## config.mk

```make
export PLATFORM = sky130hd
export DESIGN_NAME = nco_sweep_ctrl
export DESIGN_NICKNAME = d
export VERILOG_FILES = /design/src/rtl/nco_sweep_ctrl_pkg.sv /design/src/rtl/nco_sweep_ctrl_phase_acc.sv /design/src/rtl/nco_sweep_ctrl.sv
export SDC_FILE = /design/constraint.sdc
export NUM_CORES = 1
export LEC_CHECK = 0
export CAP_MARGIN = 20
export CORE_UTILIZATION = 54
export CTS_CLUSTER_DIAMETER = 50
export DETAILED_ROUTE_END_ITERATION = 7
export PLACE_DENSITY = 0.86
export SETUP_SLACK_MARGIN = 0.15
export SYNTH_ARGS = -nofsm -noshare
export SYNTH_HDL_FRONTEND = slang
export SYNTH_SLANG_ARGS = --single-unit
```

## constraint.sdc

```tcl
create_clock -name clk -period 5.1 [get_ports clk]
set_input_delay 0.51 -clock clk [delete_from_list [all_inputs] [get_ports clk]]
set_output_delay 0.51 -clock clk [all_outputs]
set_load 0.01 [all_outputs]
```

## src/rtl/nco_sweep_ctrl_pkg.sv

```systemverilog
// Shared definitions for the NCO sweep controller: default widths and the
// sweep state encoding.
package nco_sweep_ctrl_pkg;

  localparam int DEF_CNT_BIT   = 32;
  localparam int DEF_DWELL_BIT = 16;

  typedef enum logic [1:0] {
    ST_IDLE = 2'd0,
    ST_RUN  = 2'd1,
    ST_DONE = 2'd2
  } sweep_state_e;

endpackage

```

## src/rtl/nco_sweep_ctrl_phase_acc.sv

```systemverilog
// Phase accumulator driven by the current tuning word, with a registered
// half-scale compare that produces the divided clock-enable waveform.
module phase_acc
  import nco_sweep_ctrl_pkg::*;
#(
  parameter int CNT_BIT = DEF_CNT_BIT
) (
  input  logic               clk,
  input  logic               rst,
  input  logic               en,
  input  logic               clr,
  input  logic [CNT_BIT-1:0] tune_word,
  output logic               div_out
);

  localparam logic [CNT_BIT-1:0] HALF_SCALE = {1'b1, {(CNT_BIT-1){1'b0}}};

  logic [CNT_BIT-1:0] acc_q, acc_d;
  logic               div_q, div_d;

  always_comb begin
    acc_d = acc_q;
    if (clr) begin
      acc_d = '0;
    end else if (en) begin
      acc_d = acc_q + tune_word;
    end
    // Compare against the value acc will hold, so div_q tracks acc_q in the same cycle.
    div_d = en && !clr && (acc_d > HALF_SCALE);
  end

  always_ff @(posedge clk) begin
    if (!rst) begin
      acc_q <= '0;
      div_q <= 1'b0;
    end else begin
      acc_q <= acc_d;
      div_q <= div_d;
    end
  end

  // Masking by en keeps the output low on the first cycle after the sweep stops.
  assign div_out = div_q & en;

endmodule

```

## src/rtl/nco_sweep_ctrl.sv

```systemverilog
// Frequency-sweep controller: steps a tuning word from start to stop with a
// per-word dwell and drives a phase accumulator while the sweep runs.
module nco_sweep_ctrl
  import nco_sweep_ctrl_pkg::*;
#(
  parameter int CNT_BIT   = DEF_CNT_BIT,
  parameter int DWELL_BIT = DEF_DWELL_BIT
) (
  input  logic                 clk,
  input  logic                 rst,
  input  logic                 cfg_valid,
  output logic                 cfg_ready,
  input  logic [CNT_BIT-1:0]   cfg_start,
  input  logic [CNT_BIT-1:0]   cfg_stop,
  input  logic [CNT_BIT-1:0]   cfg_step,
  input  logic [DWELL_BIT-1:0] cfg_dwell,
  input  logic                 cfg_down,
  input  logic                 abort,
  output logic [CNT_BIT-1:0]   tune_word,
  output logic                 word_stb,
  output logic                 busy,
  output logic                 done,
  output logic                 div_out
);

  localparam logic [DWELL_BIT-1:0] DWELL_ONE = {{(DWELL_BIT-1){1'b0}}, 1'b1};

  sweep_state_e         state_q, state_d;
  logic [CNT_BIT-1:0]   tune_q, tune_d;
  logic [CNT_BIT-1:0]   stop_q, stop_d;
  logic [CNT_BIT-1:0]   step_q, step_d;
  logic [DWELL_BIT-1:0] dwell_cfg_q, dwell_cfg_d;
  logic [DWELL_BIT-1:0] dwell_q, dwell_d;
  logic                 down_q, down_d;
  logic                 word_stb_q, word_stb_d;

  logic [CNT_BIT-1:0]   remain;
  logic [CNT_BIT-1:0]   next_word;
  logic                 at_end;
  logic                 accept;

  // A dwell of 0 behaves as 1, so the counter reload value never underflows.
  function automatic logic [DWELL_BIT-1:0] dwell_load(input logic [DWELL_BIT-1:0] d);
    return (d == '0) ? '0 : d - DWELL_ONE;
  endfunction

  // Distance to stop is only meaningful when not at_end, which is the only case it is used.
  always_comb begin
    remain    = down_q ? (tune_q - stop_q) : (stop_q - tune_q);
    at_end    = (step_q == '0) || (down_q ? (tune_q <= stop_q) : (tune_q >= stop_q));
    next_word = (remain <= step_q) ? stop_q
              : (down_q ? (tune_q - step_q) : (tune_q + step_q));
  end

  assign accept = (state_q == ST_IDLE) && cfg_valid;

  always_comb begin
    state_d     = state_q;
    tune_d      = tune_q;
    stop_d      = stop_q;
    step_d      = step_q;
    dwell_cfg_d = dwell_cfg_q;
    dwell_d     = dwell_q;
    down_d      = down_q;
    word_stb_d  = 1'b0;
    unique case (state_q)
      ST_IDLE: begin
        if (cfg_valid) begin
          tune_d      = cfg_start;
          stop_d      = cfg_stop;
          step_d      = cfg_step;
          dwell_cfg_d = cfg_dwell;
          down_d      = cfg_down;
          dwell_d     = dwell_load(cfg_dwell);
          word_stb_d  = 1'b1;
          state_d     = ST_RUN;
        end
      end
      ST_RUN: begin
        if (abort) begin
          state_d = ST_IDLE;
        end else if (dwell_q != '0) begin
          dwell_d = dwell_q - DWELL_ONE;
        end else if (at_end) begin
          state_d = ST_DONE;
        end else begin
          tune_d     = next_word;
          word_stb_d = 1'b1;
          dwell_d    = dwell_load(dwell_cfg_q);
        end
      end
      ST_DONE: begin
        state_d = ST_IDLE;
      end
      default: begin
        state_d = ST_IDLE;
      end
    endcase
  end

  always_ff @(posedge clk) begin
    if (!rst) begin
      state_q     <= ST_IDLE;
      tune_q      <= '0;
      stop_q      <= '0;
      step_q      <= '0;
      dwell_cfg_q <= '0;
      dwell_q     <= '0;
      down_q      <= 1'b0;
      word_stb_q  <= 1'b0;
    end else begin
      state_q     <= state_d;
      tune_q      <= tune_d;
      stop_q      <= stop_d;
      step_q      <= step_d;
      dwell_cfg_q <= dwell_cfg_d;
      dwell_q     <= dwell_d;
      down_q      <= down_d;
      word_stb_q  <= word_stb_d;
    end
  end

  assign cfg_ready = (state_q == ST_IDLE);
  assign busy      = (state_q == ST_RUN);
  assign done      = (state_q == ST_DONE);
  assign tune_word = tune_q;
  assign word_stb  = word_stb_q;

  phase_acc #(
    .CNT_BIT (CNT_BIT)
  ) u_phase_acc (
    .clk       (clk),
    .rst       (rst),
    .en        (busy),
    .clr       (accept),
    .tune_word (tune_q),
    .div_out   (div_out)
  );

endmodule

```

==> results.sh <==
export IMPL_start_util=0.552
export IMPL_status="complete, but fails checks"
export IMPL_rr_endpoint="tune_word[11]$_SDFFE_PN0P_"
export IMPL_worst_slack_ns=-0.286
export IMPL_drc=0
export IMPL_required_ns=5.46
export IMPL_rr_worst_depth=27
export IMPL_cts_buffers=17
export IMPL_cp_arrival_ns=5.75
export IMPL_hold_viol=0
export IMPL_fin_util=0.680
export IMPL_grt_ovfl_total=0
export IMPL_cap_violations=0
export IMPL_r2r_start="tune_word[0]$_SDFFE_PN0P_"
export IMPL_postRouteWirelength_um=53400
export IMPL_multi_input_area_um2=11600
export IMPL_gp_congestion=1.01
export IMPL_tightestPinTransition_ns=1.03
export IMPL_slew_violations=0
export IMPL_slew_headroom=0.312
export IMPL_cts_tree="done"
export IMPL_htreeDepth=4
export IMPL_n_fill_cell=2365
export IMPL_startpoint="tune_word[0]$_SDFFE_PN0P_"
export IMPL_cts_root_buffer="clkbuf_16"
export IMPL_register_area_um2=3310
export IMPL_start_kind="register"
export IMPL_synth_edf_count=0
export IMPL_ys_async_sr_fraction=0
export IMPL_die_x_um=171
export IMPL_drt_initial_drc_count=1769
export IMPL_pwr_density_cell_nw_per_um2=330
export IMPL_grt_pass1_wl_um=82200
export IMPL_fin_crit_sh=1.06
export IMPL_syn_area_um2=15500
export IMPL_cts_sinks=165
export IMPL_first_pass_iters=6
export IMPL_synthFlopType="dfxtp_1"
export IMPL_synth_seq_cells=165
export IMPL_timing_reg2reg_setup_slack_ns=-0.29
export IMPL_max_freq_mhz=186
export IMPL_p_int_mw=3.69
export IMPL_place_hpwl_um=39000
export IMPL_grt_pass1_vias=15900
export IMPL_avgRoutedWirePerCell_um=20.1
export IMPL_io_pins=154
export IMPL_p_switching_mw=2.61
export IMPL_ys_types=86
export IMPL_peakVddDrop_v=0.000248
export IMPL_period_minus_slack_ns=5.39
export IMPL_antenna_found_initial=2
export IMPL_cp_endpoint="tune_word[11]$_SDFFE_PN0P_"
export IMPL_via_count=16700
export IMPL_viasPerCell=6.27
export IMPL_holdWs_ns=0.460
export IMPL_die_h_um=171
export IMPL_postRouteAntennaNets=0
export IMPL_power_frac_seq=0.235
export IMPL_drive_gt1_frac=0.110
export IMPL_p_sw_frac=0.414
export IMPL_violations="setup timing"
export IMPL_setup_worst_path_end_class="register"
export IMPL_crit_type="register to register"
export IMPL_cts_hold_fix_buffers=0
export IMPL_p_comb_frac=0.550
export IMPL_coreArea_um2=28000
export IMPL_clock_skew_ns=0.0134
export IMPL_path_clk_slew_ns=0.08
export IMPL_die_area_um2=29300
export IMPL_fin_nets=2552
export IMPL_clk_path_buf_depth=2
export IMPL_yosysSeqAreaShare=0.213
export IMPL_synthCells=2084
export IMPL_setup_violations_final=31
export IMPL_syn_to_final_growth_pct=23.2
export IMPL_io_buffers=153
export IMPL_hold_path_class="register to register"
export IMPL_p_clk_frac=0.215
export IMPL_grt_total_usage=0.357
export IMPL_synth_nets=2367
export IMPL_std_cell_rows=61
export IMPL_grt_setup_unrepaired="yes"
export IMPL_crit_path_max_fanout=6
export IMPL_grt_start_max_net_pins=84
export IMPL_yosys_warnings=0
export IMPL_leakagePower_nw=8.17
export IMPL_insertion_delay_ns=0.45
export IMPL_avgSynthCellArea_um2=7.42
[synth_stat cells (35+ instances only)]
master    count  area, µm²
ha_1        162       2030
nand2_1     274       1030
o21ai_0      66        330
a21o_1       68        510
a21oi_1     251       1260
nand4_1      35        219
a211oi_1     36        270
dfxtp_1     165       3300
inv_1       126        473
xor2_1       48        420
xnor2_1      96        841
nor2_1      140        526
clkbuf_1     77        289
[worst min path at each step]
| stage | startpoint | end | slack (ns) | depth (start not counted) |
|---|---|---|---|---|
| 2_1_floorplan | step_q[17]$_SDFFE_PN0P_ | step_q[17]$_SDFFE_PN0P_ | 0.44 | 2 |
| 3_3_place_gp | step_q[17]$_SDFFE_PN0P_ | step_q[17]$_SDFFE_PN0P_ | 0.45 | 2 |
| 3_5_place_dp | step_q[17]$_SDFFE_PN0P_ | step_q[17]$_SDFFE_PN0P_ | 0.46 | 2 |
| 4_1_cts | step_q[17]$_SDFFE_PN0P_ | step_q[17]$_SDFFE_PN0P_ | 0.47 | 2 |
| 5_1_grt | step_q[17]$_SDFFE_PN0P_ | step_q[17]$_SDFFE_PN0P_ | 0.49 | 2 |
| 6_report | step_q[17]$_SDFFE_PN0P_ | step_q[17]$_SDFFE_PN0P_ | 0.46 | 2 |
[state kept, by name, summed over array words and instances, names as in the netlist, 2 cells and up]
signal / flops
dwell_q: 16
step_q: 32
stop_q: 32
u_phase_acc.acc_q: 32
dwell_cfg_q: 16
state_q: 2
tune_word: 32
[per-layer routing]
layer,wire length [µm],up-vias,global-route usage
met3,4170,204,0.0495
li1,-,7848,-
met1,21100,7742,0.433
met2,24400,883,0.590
met4,3630,2,0.234
met5,8,-,0
[cell families after synthesis]
family,count (synthesis),synth area share
mux,35,0.0228
simple gates,653,0.198
buf+inv,241,0.0611
compound gates,680,0.287
flops,165,0.213
fa+ha+maj,166,0.136
xor+xnor,144,0.0815
[layout by cell type (no fill, tap or decap), types with 9 or more instances in the layout]
| cell | synthesis | routed |
|---|---|---|
| o21ai_1 | 23 | 23 |
| nor3_1 | 27 | 26 |
| and2_1 | 29 | 28 |
| buf_4 | 5 | 99 |
| a21o_1 | 68 | 68 |
| clkdlybuf4s50_1 | 0 | 153 |
| o221ai_1 | 17 | 17 |
| or3_1 | 11 | 10 |
| a211oi_2 | 2 | 13 |
| dfxtp_1 | 165 | 160 |
| a31oi_1 | 23 | 23 |
| nor2b_1 | 22 | 20 |
| mux2i_1 | 33 | 30 |
| nand2b_1 | 16 | 15 |
| o21a_1 | 19 | 19 |
| ha_1 | 162 | 158 |
| a21oi_1 | 251 | 248 |
| o21bai_1 | 18 | 17 |
| inv_1 | 126 | 123 |
| clkbuf_16 | 0 | 17 |
| buf_6 | 0 | 15 |
| xor2_1 | 48 | 48 |
| o211a_1 | 17 | 17 |
| o21ai_0 | 66 | 59 |
| nor4_1 | 20 | 20 |
| nand4_1 | 35 | 35 |
| nand2_1 | 274 | 271 |
| a211o_1 | 9 | 9 |
| o31ai_1 | 14 | 13 |
| a211oi_1 | 36 | 25 |
| o211ai_1 | 22 | 22 |
| nand3_1 | 30 | 29 |
| a22oi_1 | 21 | 20 |
| nor2_1 | 140 | 139 |
| xnor2_1 | 96 | 96 |
[worst max-delay path: stages, from the launching register on]
cell      delay [ns]
dfxtp_2         0.34
buf_6           0.12
ha_4            0.16
fa_2            0.35
nor2b_1         0.13
o21ai_1         0.09
a21boi_1        0.15
o21ai_1         0.07
nand2b_1        0.15
o21ai_2         0.11
o31ai_4         0.23
a22oi_2         0.14
o41a_1          0.45
buf_6           0.15
xnor2_1         0.12
ha_1            0.32
a21o_1          0.18
a21oi_2         0.14
o32ai_2         0.09
or4_1           0.52
o211ai_1        0.17
a32oi_4         0.14
buf_6           0.17
buf_16          0.14
buf_8           0.12
mux2i_1         0.11
a211o_1         0.32
a21oi_2         0.13
[timing repair]
action                     4_1_cts  5_1_grt
resized for setup               58       32
buffers inserted                12        7
pin swaps                       58       40
setup endpoints to repair       32       32
gates cloned                     3        0
[power by group through the flow]
stage | Clock [mW] | Sequential, mW | Combinational (mW)
after floorplan | 0 | 1.50 | 1.95
after global placement | 0 | 1.50 | 2.85
after detailed placement | 0 | 1.51 | 2.91
after CTS | 1.35 | 1.48 | 3.26
after global routing | 1.41 | 1.49 | 3.70
final | 1.35 | 1.48 | 3.46
[layout make-up]
type / instances / share of cell area
multi-input cells: 1678 / 0.607
flip-flops and latches: 165 / 0.174
repair buffers: 276 / 0.138
inverters: 131 / 0.0259
well taps: 378 / 0.0248
clock buffers: 18 / 0.0230
clock inverters: 13 / 0.00748
diodes: 1 / 0.000131
[per-stage QoR]
step	area [µm²]	instances	total power [mW]	setup WS, ns	setup TNS (ns)
floorplan	15500	2084	3.45	0.216	0
global placement	17900	2605	4.35	-0.321	-5.57
detailed placement	17900	2605	4.42	-0.346	-7.66
CTS	18900	2651	6.09	-0.102	-1.41
global route	19100	2659	6.60	-0.458	-12.22
finish	19100	2660	6.30	-0.286	-5.95
(Power assumes the default switching activity.)
==> patch 1, RTL diff (same settings) <==
Reset style: asynchronous (`rst`), changed in 2 clocked blocks.
--- a/src/rtl/nco_sweep_ctrl_phase_acc.sv
+++ b/src/rtl/nco_sweep_ctrl_phase_acc.sv
@@ -29,7 +29,7 @@
     div_d = en && !clr && (acc_d > HALF_SCALE);
   end
 
-  always_ff @(posedge clk) begin
+  always_ff @(posedge clk or negedge rst) begin
     if (!rst) begin
       acc_q <= '0;
       div_q <= 1'b0;
--- a/src/rtl/nco_sweep_ctrl.sv
+++ b/src/rtl/nco_sweep_ctrl.sv
@@ -98,7 +98,7 @@
     endcase
   end
 
-  always_ff @(posedge clk) begin
+  always_ff @(posedge clk or negedge rst) begin
     if (!rst) begin
       state_q     <= ST_IDLE;
       tune_q      <= '0;
Check against the original RTL: differs if rst is asserted again (counterexample within 4 cycles, from zero or initial values and one cycle with rst low); with rst held inactive, the same outputs for 4 cycles.
==> patch 1 against the original RTL <==
Die area is 2.6% higher; clock skew is 0.0068 ns higher; sequential cell count did not move; first-iteration DRC count grew 0.28%; worst setup slack better by 0.36 ns; area after synthesis rose by 2.7%; critical path depth down 1; largest cell class unchanged; critical path type unchanged; cell area is 0.86% higher; routed wire length up 2.1%; highest routed layer is now met4; non-clock buffer count decreased by 36.
Power is not compared: it rests on default switching activity, and its combinational part moved more than twofold at a synthesized area within 25%.
==> patch 1: results (changes against the original RTL) <==
Yosys
  – Syn_nets: 2344 (was 2367)
  – Synth Area in Compound Gates: 27.03% (was 28.66%)
  – Synth top area cells: dfrtp_1 (26%), ha_1 (13%), nand2_1 (6.0%) (was dfxtp_1 (21%), ha_1 (13%), a21oi_1 (8.1%))
  – Post-synthesis adder-cell area fraction: 13.27% (was 13.62%)
  – Sequential element share of the synthesized area: 25.99% (was 21.35%)
  – Main synth FF type: dfrtp_1 (was dfxtp_1)
  – Syn Inst Count: 2061 (was 2084)
  – Post-synthesis xor/xnor area fraction: 7.318% (was 8.151%)

Route
  – Vias after detailed routing: 16.57k (was 16.68k)
  – Met2 wire length: 24.16 mm (was 24.41 mm)
  – Routed WL: 54.47 mm (was 53.36 mm)
  – Routed wl met3: 5.055 mm (was 4.168 mm)
  – DR top layer: met4 (was met5)
  – Met1 wire length: 23.42 mm (was 21.14 mm)

Worst setup path
  – Worst r2r path cells: 26 (was 27)
  – Setup crit end: tune_word[9] (was tune_word[11])
  – Critical Path Slowest Stage Cell: dfrtp_1 (was or4_1)
  – Reg-to-reg slack, setup: 0.08 ns (was -0.29 ns)
  – Setup crit start: stop_q[0] (was tune_word[0])
  – Critical Path AT: 5.40 ns (was 5.75 ns)
  – Critical path's largest stage delay: 0.43 ns (was 0.52 ns)
  – Crit-path max FO: 5 (was 6)

Global routing
  – Number of global-route vias before repair: 15.47k (was 15.88k)
  – Met1 Use GR: 49.73% (was 43.32%)
  – Met3 Resource Use GR: 6.096% (was 4.947%)
  – First-pass GRT wire length: 84.15 mm (was 82.21 mm)
  – Gr usage total: 35.37% (was 35.70%)
  – Initial antenna violation count: 0 (was 2)
  – Met2 Track Usage GR: 55.07% (was 59.05%)

Outcome
  – Run status: complete, no violations (was finished, violations left)

Cells and area
  – Final net count: 2505 (was 2552)
  – Multi-input gate area: 11180 um^2 (was 11570 um^2)
  – Fillcell total: 2422 (was 2365)
  – Final non-filler cell total: 2618 (was 2660)
  – Share of cells above drive strength 1: 9.132% (was 11.00%)

Clocking
  – Cts repair resizes: 17 (was 58)

Placement
  – Placer Congestion: 0.9984 (was 1.007)
  – Placed cell area: 18110 um^2 (was 17880 um^2)
  – Pre-CTS setup slack: -0.06160 ns (was -0.3456 ns)

Min path
  – Hold Path Class: primary input to async pin (was flip-flop to flip-flop)
-- patch 1: cell count changes in the layout (fill, tap and decap cells not counted), sizes merged, moves of 21 or more --
cell | before | now
dfxtp | 165 | 0
dfrtp | 0 | 165
o21ai | 90 | 193
a21oi | 252 | 187
nor2 | 140 | 172
a211oi | 38 | 17
buf | 123 | 84
-- patch 1: layout make-up --
type,count,area share [%]
Multi-Input combinational cell,1659,58.15
Sequential cell,165,21.49
Timing Repair Buffer,240,12.09
Inverter,139,2.727
Tap cell,384,2.499
Clock buffer,19,2.304
Clock inverter,12,0.7354
-- patch 1: worst min path at each step --
stage / to / slack (ns) / depth (start not counted)
2_1_floorplan: down_q / 0.21 / 0
3_3_place_gp: u_phase_acc.acc_q[31] / 0.47 / 1
3_5_place_dp: dwell_q[12] / 0.50 / 1
4_1_cts: u_phase_acc.acc_q[8] / 0.20 / 1
5_1_grt: u_phase_acc.acc_q[9] / 0.24 / 1
6_report: u_phase_acc.acc_q[8] / 0.15 / 1
==> patch 2, RTL diff (same settings) <==
Without the edit above. Set the package constant `DEF_DWELL_BIT` to 17 (it was 16).
--- a/src/rtl/nco_sweep_ctrl_pkg.sv
+++ b/src/rtl/nco_sweep_ctrl_pkg.sv
@@ -3,7 +3,7 @@
 package nco_sweep_ctrl_pkg;
 
   localparam int DEF_CNT_BIT   = 32;
-  localparam int DEF_DWELL_BIT = 16;
+  localparam int DEF_DWELL_BIT = 17;
 
   typedef enum logic [1:0] {
     ST_IDLE = 2'd0,
Ports: changed (resized cfg_dwell); port bits go from 154 to 155. The function was not compared with the original's and may differ.
==> patch 2 against the original RTL <==
The flow still finishes with violations (negative setup slack); die area up 1.2%; global-route usage up 0.61 points; area after synthesis up 1.2%; count of clock-buffer cells in the layout up 1; clock power up 6%; sequential cell count up 2; cell area up 0.42%; total power up 5.7%; worst setup slack better by 0.22 ns; routed wire length up 1.6%; critical endpoint is now tune_word[6]; largest power group unchanged.
==> patch 2: results (changes against the original RTL) <==
Global routing
  – Largest net degree at the start of global routing: 79 (was 84)
  – Gr usage total: 36.31% (was 35.70%)
  – Number of global-route vias before repair: 16.00k (was 15.88k)
  – First-pass GRT wire length: 83.77 mm (was 82.21 mm)
  – Met3 Resource Use GR: 5.493% (was 4.947%)
  – Initial antenna violation count: 0 (was 2)
  – Met1 Use GR: 44.27% (was 43.32%)
  – Met2 Track Usage GR: 60.22% (was 59.05%)

Outcome
  – Run status: finished, violations left (unchanged)
  – Violated checks: negative setup slack (unchanged)

Placement
  – Placer Congestion: 1.022 (was 1.007)
  – Placed Cells incl. Taps: 2666 (was 2605)
  – Placed cell area: 17930 um^2 (was 17880 um^2)
  – Post-DP HPWL: 40.53 mm (was 39.04 mm)
  – Pre-CTS setup slack: -0.1738 ns (was -0.3456 ns)
  – IO buf count: 154 (was 153)

Worst setup path
  – Critical path's largest stage delay: 0.40 ns (was 0.52 ns)
  – Critical Path Slowest Stage Cell: or3_4 (was or4_1)

Yosys
  – Post-synthesis xor/xnor area fraction: 8.502% (was 8.151%)
  – Synth top area cells: dfxtp_1 (21%), ha_1 (13%), a21oi_1 (9.2%) (was dfxtp_1 (21%), ha_1 (13%), a21oi_1 (8.1%))
  – Syn Inst Count: 2151 (was 2084)
  – Synth Area in Compound Gates: 29.47% (was 28.66%)
  – Syn_nets: 2434 (was 2367)
  – Synth cell count leaders: nand2_1 (297), a21oi_1 (288), dfxtp_1 (167), ha_1 (161), nor2_1 (144) (was nand2_1 (274), a21oi_1 (251), dfxtp_1 (165), ha_1 (162), nor2_1 (140))

Route
  – Initial drt markers: 1684 (was 1769)
  – Met1 wire length: 21.51 mm (was 21.14 mm)
  – Met2 wire length: 25.10 mm (was 24.41 mm)
  – DR top layer: met4 (was met5)
  – DR WL/cell: 19.89 um (was 20.06 um)

Cells and area
  – Fillcell total: 2356 (was 2365)
  – Final non-filler cell total: 2725 (was 2660)
  – Share of cells above drive strength 1: 10.31% (was 11.00%)
  – Final net count: 2617 (was 2552)

Clocking
  – Cts repair resizes: 45 (was 58)

Timing
  – Total Negative Setup Slacks: -0.2378 ns (was -5.952 ns)
  – Clock skew: 0.01204 ns (was 0.01338 ns)
  – Final setup violation count: 7 (was 31)
  – Final WS setup: -0.06792 ns (was -0.2863 ns)

Power
  – Static leakage: 7.976 nW (was 8.170 nW)
  – Internal power: 0.003877 W (was 0.003691 W)
  – Logic pwr share: 55.9% (was 55.0%)
  – VDD IR-drop max: 0.0002304 V (was 0.0002481 V)
-- patch 2: cell types whose count changed after synthesis, sizes merged, moves of 14 or more --
cell and change:
nand2 +24, a21oi +37, o21bai +18, o22ai +17
inv +14, a22oi -15, mux2i -19, o21ai +29
and3 +14
-- patch 2: layout make-up --
cell class	count	area [um^2]	share of cell area, %
Clock buffer	19	442.9	2.314
Timing Repair Buffer	269	2572	13.44
Multi-Input combinational cell	1736	11580	60.50
Sequential cell	167	3353	17.52
Tap cell	378	473.0	2.471
Clock inverter	13	181.4	0.9478
Inverter	143	538.0	2.811
-- patch 2: final timing paths --
| path | from | to | slack (ns) | cells after the start |
|---|---|---|---|---|
| max | tune_word[0] | tune_word[6] | -0.07 | 27 |
| min | dwell_q[5] | dwell_q[5] | 0.47 | 2 |
| max reg2reg | tune_word[0] | tune_word[6] | -0.07 | 27 |
| min reg2reg | dwell_q[5] | dwell_q[5] | 0.47 | 2 |
